## config.mk

```make
export PLATFORM = sky130hd
export DESIGN_NAME = debug_trace_buffer
export DESIGN_NICKNAME = d
export VERILOG_FILES = /design/src/rtl/debug_trace_buffer.sv
export SDC_FILE = /design/constraint.sdc
export NUM_CORES = 1
export LEC_CHECK = 0
export CAP_MARGIN = 20
export CORE_UTILIZATION = 50
export DETAILED_ROUTE_END_ITERATION = 10
export GPL_ROUTABILITY_DRIVEN = 0
export PLACE_DENSITY_LB_ADDON = 0.12
export SYNTH_ARGS = -nofsm -noshare
export SYNTH_HDL_FRONTEND = slang
export SYNTH_SLANG_ARGS = --single-unit
```

## constraint.sdc

```tcl
create_clock -name clk_i -period 2.7 [get_ports clk_i]
set_input_delay 0.405 -clock clk_i [delete_from_list [all_inputs] [get_ports clk_i]]
set_output_delay 0.405 -clock clk_i [all_outputs]
set_load 0.01 [all_outputs]
```

## src/rtl/debug_trace_buffer.sv

```systemverilog
// debug_trace_buffer
//
// Debug observer that sits beside the UART frame receiver and the
// register file. It does two jobs:
//   * Live outputs: shows the latest captured frame and register value
//     while debug is enabled. Both outputs read as zero when debug is off.
//   * Trace FIFO: keeps the last DEPTH received frames. Software reads
//     them back with a single-cycle pop handshake.
// The FIFO has two capture modes for when it is full:
//   * wrap: overwrite the oldest entry.
//   * stop: drop the new frame.
// Every lost or overwritten frame increments a saturating counter.
//
// Ports
//   clk_i            rising-edge clock
//   rst_ni           asynchronous active-low reset
//   debug_i          debug enable (0 freezes trace capture, zeroes live outputs)
//   clr_i            synchronous clear of trace FIFO and overflow counter
//   mode_i           0 = wrap (overwrite oldest), 1 = stop (drop when full)
//   frame_valid_i    frame strobe
//   frame_i          received frame
//   data_out_valid_i register-value strobe
//   data_out_i       register value
//   rd_en_i          pop request
//   debug_frame_o    last captured frame
//   debug_reg_o      last captured register value
//   rd_valid_o       rd_frame_o valid this cycle (1-cycle pulse)
//   rd_frame_o       popped entry
//   rd_underflow_o   pop attempted on an empty FIFO (1-cycle pulse)
//   count_o          occupied entries, 0..DEPTH
//   overflow_cnt_o   frames lost or overwritten, saturating

module debug_trace_buffer #(
    parameter int FRAME_W = 9,
    parameter int REG_W   = 4,
    parameter int DEPTH   = 8,
    parameter int OVF_W   = 8,
    localparam int PW     = $clog2(DEPTH),
    localparam int CW     = PW + 1
) (
    input  logic               clk_i,
    input  logic               rst_ni,
    input  logic               debug_i,
    input  logic               clr_i,
    input  logic               mode_i,
    input  logic               frame_valid_i,
    input  logic [FRAME_W-1:0] frame_i,
    input  logic               data_out_valid_i,
    input  logic [REG_W-1:0]   data_out_i,
    input  logic               rd_en_i,
    output logic [FRAME_W-1:0] debug_frame_o,
    output logic [REG_W-1:0]   debug_reg_o,
    output logic               rd_valid_o,
    output logic [FRAME_W-1:0] rd_frame_o,
    output logic               rd_underflow_o,
    output logic [CW-1:0]      count_o,
    output logic [OVF_W-1:0]   overflow_cnt_o
);

    logic [FRAME_W-1:0] mem_q [DEPTH];

    logic [PW-1:0]      wr_ptr_q, wr_ptr_d;
    logic [PW-1:0]      rd_ptr_q, rd_ptr_d;
    logic [CW-1:0]      count_q, count_d;
    logic [OVF_W-1:0]   ovf_q, ovf_d;
    logic               rd_valid_q, rd_valid_d;
    logic               rd_underflow_q, rd_underflow_d;
    logic [FRAME_W-1:0] rd_frame_q, rd_frame_d;
    logic [FRAME_W-1:0] dbg_frame_q, dbg_frame_d;
    logic [REG_W-1:0]   dbg_reg_q, dbg_reg_d;

    logic empty, full;
    logic wr_req, rd_req;
    logic do_wr, do_rd, overwrite, inc, drop;

    assign empty = (count_q == '0);
    assign full  = (count_q == CW'(DEPTH));

    // Clear has priority: a write or read in the same cycle is ignored.
    assign wr_req = debug_i && frame_valid_i && !clr_i;
    assign rd_req = rd_en_i && !clr_i;

    // Occupancy is judged before either operation.
    // When the FIFO is full and a pop happens in the same cycle, the pop
    // frees a slot, so the write is accepted in either mode. The written
    // slot (wr_ptr) is the same slot as rd_ptr. The pop still reads the
    // old contents because both happen on the same clock edge.
    assign do_rd     = rd_req && !empty;
    assign overwrite = wr_req && full && !do_rd && !mode_i;
    assign drop      = wr_req && full && !do_rd && mode_i;
    assign do_wr     = wr_req && !drop;
    assign inc       = do_wr && !overwrite;

    // Next-state for pointers, occupancy, the overflow counter and the
    // pop outputs.
    always_comb begin
        wr_ptr_d       = wr_ptr_q;
        rd_ptr_d       = rd_ptr_q;
        count_d        = count_q;
        ovf_d          = ovf_q;
        rd_valid_d     = 1'b0;
        rd_underflow_d = 1'b0;
        rd_frame_d     = rd_frame_q;

        if (clr_i) begin
            wr_ptr_d = '0;
            rd_ptr_d = '0;
            count_d  = '0;
            ovf_d    = '0;
        end else begin
            if (do_wr) begin
                wr_ptr_d = wr_ptr_q + 1'b1;
            end
            if (do_rd || overwrite) begin
                rd_ptr_d = rd_ptr_q + 1'b1;
            end
            if (do_rd) begin
                rd_valid_d = 1'b1;
                rd_frame_d = mem_q[rd_ptr_q];
            end
            rd_underflow_d = rd_req && empty;
            if (inc && !do_rd) begin
                count_d = count_q + 1'b1;
            end else if (do_rd && !inc) begin
                count_d = count_q - 1'b1;
            end
            if ((overwrite || drop) && (ovf_q != '1)) begin
                ovf_d = ovf_q + 1'b1;
            end
        end
    end

    // Live registers: they follow the strobes while debug is on. They read
    // as zero while debug is off. Clear does not affect them.
    always_comb begin
        dbg_frame_d = '0;
        dbg_reg_d   = '0;
        if (debug_i) begin
            dbg_frame_d = frame_valid_i    ? frame_i    : dbg_frame_q;
            dbg_reg_d   = data_out_valid_i ? data_out_i : dbg_reg_q;
        end
    end

    always_ff @(posedge clk_i or negedge rst_ni) begin
        if (!rst_ni) begin
            wr_ptr_q       <= '0;
            rd_ptr_q       <= '0;
            count_q        <= '0;
            ovf_q          <= '0;
            rd_valid_q     <= 1'b0;
            rd_underflow_q <= 1'b0;
            rd_frame_q     <= '0;
            dbg_frame_q    <= '0;
            dbg_reg_q      <= '0;
        end else begin
            wr_ptr_q       <= wr_ptr_d;
            rd_ptr_q       <= rd_ptr_d;
            count_q        <= count_d;
            ovf_q          <= ovf_d;
            rd_valid_q     <= rd_valid_d;
            rd_underflow_q <= rd_underflow_d;
            rd_frame_q     <= rd_frame_d;
            dbg_frame_q    <= dbg_frame_d;
            dbg_reg_q      <= dbg_reg_d;
        end
    end

    // Trace storage has no reset. Valid contents are tracked only by the
    // pointers and count, so stale data is never popped.
    always_ff @(posedge clk_i) begin
        if (do_wr) begin
            mem_q[wr_ptr_q] <= frame_i;
        end
    end

    assign debug_frame_o  = dbg_frame_q;
    assign debug_reg_o    = dbg_reg_q;
    assign rd_valid_o     = rd_valid_q;
    assign rd_frame_o     = rd_frame_q;
    assign rd_underflow_o = rd_underflow_q;
    assign count_o        = count_q;
    assign overflow_cnt_o = ovf_q;

endmodule
```

==> results.yml <==
sta:
  layout_setup_ws_ns: 0.357
  skew_ns: 0.00839
  finalCritPeriodShare_pct: 86.8
  max-slew-margin-rel_pct: 58.9
  tns_ns: 0
  rsz0062_at_grt: "false"
  worst_slew_pin_slew_ns: 0.617
  holdWs_ns: 0.337
  period_minus_slack_ns: 2.34
  hold_viol_final: 0
  drv_slew: 0
  max_freq_mhz: 427
  setup_viol: 0
power_and_ir_drop:
  design_power_total_uw: 5130
  p_leak_uw: 0.00225
  powerDensity_mw_per_mm2: 825
  vdd_drop_max_uv: 535
yosys:
  synth_fp_nets: 337
  ys_async_sr_fraction_pct: 36.8
  yosys_warnings: 0
  synthFlopType: "edfxtp_1"
  avgSynthCellArea_sq_um: 15.6
  synth-seq-area-share_pct: 66.3
  syn-instance-count: 310
  ys_types: 46
  ys_ff_latch: 114
  synth_edf_count: 72
  syn_area_sq_mm: 0.00485
die:
  rows: 35
  pin_count: 57
  die_area_sq_mm: 0.0101
  dieWidth_um: 100
  die_y_um: 100
  core_sq_mm: 0.00933
  start_util_pct: 52.0
placement:
  portBuffers: 56
  dp_slack_ns: 0.129
  dp.cells: 499
  dp_hpwl_mm: 6.01
worst_setup_path:
  critPathMaxStageDelay_ns: 0.62
  cp.arrival_ns: 2.77
  timing.rr.start: "count_o[1]"
  start_kind: "register"
  worst-path-max-fanout: 8
  crit_path_start: "count_o[1]"
  worstPathRequired_ns: 3.13
  crit_slowest_cell: "or4b_4"
  cpLargestDelayFamily: "simple AND/OR/NAND/NOR gates"
  crit_buf_inv: 0
  path_cells: "or4b_4, o211ai_2, ha_1, a21o_1, a211oi_1, mux2i_1, nand4_1"
  path_class: "reg -> reg"
  endpoint_kind: "register"
detailed_routing:
  first_pass_iters: 5
  antenna_left: 0
  avgViaCountPerCell: 5.46
  drcViolationCount: 0
  drt_iter0_markers: 248
  vias: 2912
  post_drt_wl_per_cell_um: 17.5
  drt-total-wl_mm: 9.33
global_route:
  grt_pass1_vias: 2975
  track_usage_pct: 20.7
  antenna_found_initial: 0
  grt_use_met1_pct: 28.2
  grt_pass1_wl_mm: 15.3
  grt_start_max_net_pins: 43
  gr-usage-met3_pct: 5.57
  grt.met2_usage_pct: 31.9
  grt_overflow_total: 0
  top_usage_layer: "met2"
clock_tree:
  cts_buffers: 17
  htree_levels: 4
  cts_setup_buffers: 0
  path_clk_slew_ns: 0.06
  clockRootBuffer: "clkbuf_8"
  cts_tree: "yes"
  clock_latency_ns: 0.51
  cts_sinks: 114
  cts_buffer_depth: 2
layout:
  final_nets: 418
  antenna_cells_inserted: 0
  stdcell_count: 533
  area_growth_pct: 28.4
  drive_above_1_share_pct: 19.3
flow_run:
  drv_cap: 0
status:
  outcome: "completed"
hold_path:
  hold_class: "in -> async"
==> report_power, final <==
group          switching, uW  internal (uW)  leakage [uW]  total (uW)
Sequential               116           1980       0.00119        2100
Clock                    771           1260      0.000248        2030
Combinational            450            545      0.000804         995
Total                   1340           3790       0.00225        5130
==> cells in the mapped netlist (all sizes together), types with 2 or more instances <==
library cell,count,area (sq um)
mux4,18,405
o21ai,5,25.0
nand4,2,12.5
nor3,8,45.0
mux2i,27,283
o21a,2,15.0
nand3,6,30.0
o31ai,5,37.5
ha,5,62.6
dfrtp,42,1050
buf,6,31.3
a21oi,21,105
or3,2,12.5
clkbuf,8,31.3
xnor2,2,17.5
inv,4,15.0
edfxtp,72,2160
or3b,2,17.5
nor2b,13,81.3
nor2,20,75.1
or4,8,63.8
nand2b,9,56.3
nand2,7,26.3
==> path summary, 6_finish.rpt <==
kind / end / slack (ns) / cells after the start
setup / recovery: count_o[3] / 0.36 / 7
min in group clk_i: debug_reg_o[3] / 0.52 / 3
setup reg to reg: count_o[3] / 0.36 / 7
max in group asynchronous: debug_reg_o[1] / 1.89 / 3
hold reg to reg: rd_frame_o[5] / 0.53 / 2
hold / removal: rd_frame_o[3] / 0.34 / 2
==> flip-flops by register name, indices dropped and copies added (netlist names) <==
name and count:
mem_q 72, debug_reg_o 4, rd_ptr_q 3, debug_frame_o 9, count_o 4, rd_valid_o 1
overflow_cnt_o 8, rd_underflow_o 1, rd_frame_o 9, wr_ptr_q 3
==> stage by stage <==
step           utilization, %  instance area, sq um
3_5_place_dp             60.4                  5640
3_3_place_gp             60.4                  5640
4_1_cts                  66.4                  6190
5_1_grt                  66.7                  6220
2_1_floorplan               -                  4850
6_report                 66.7                  6220
==> metal layers <==
layer / up-vias / wire, um
met5: - / 0
met4: 0 / 105
met3: 12 / 479
met2: 88 / 4430
met1: 1446 / 4310
li1: 1366 / -
==> logic make-up after synthesis <==
family / Yosys count / synth area share [%]
multiplexers: 45 / 14.2
AND/OR/NAND/NOR: 84 / 10.2
XOR/XNOR: 2 / 0.362
AO/OA/AOI/OAI: 41 / 5.65
adder cells (fa/ha/maj): 6 / 1.70
flip-flops: 114 / 66.3
buffers and inverters: 18 / 1.60
==> layout by cell type, fill, tap and decap left out, types with 5 or more instances in the layout <==
cell type / n
nand2b_1: 9
clkinvlp_4: 8
or4_1: 7
edfxtp_1: 72
buf_4: 18
mux2i_1: 26
nor2b_1: 13
clkdlybuf4s50_1: 55
nand2_1: 7
clkbuf_16: 16
o31ai_1: 5
nor2_1: 20
mux4_2: 18
nand3_1: 6
a21oi_1: 21
nor3_1: 7
o21ai_0: 5
dfrtp_1: 42
ha_1: 5
==> what timing repair did <==
item	4_1_cts	5_1_grt
endpoints found under the hold margin	0	13
endpoints found under the setup margin	0	0
resized for setup	0	0
hold buffers	0	1
==> layout make-up <==
| cell class | instances | area, sq um |
|---|---|---|
| multi-input cells | 178 | 1560 |
| clock inverters | 12 | 109 |
| repair buffers | 76 | 721 |
| clock buffers | 20 | 445 |
| well taps | 129 | 161 |
| inverters | 4 | 15.0 |
| flip-flops and latches | 114 | 3210 |
| fillers | 693 | 3110 |
(Power assumes the default switching activity.)
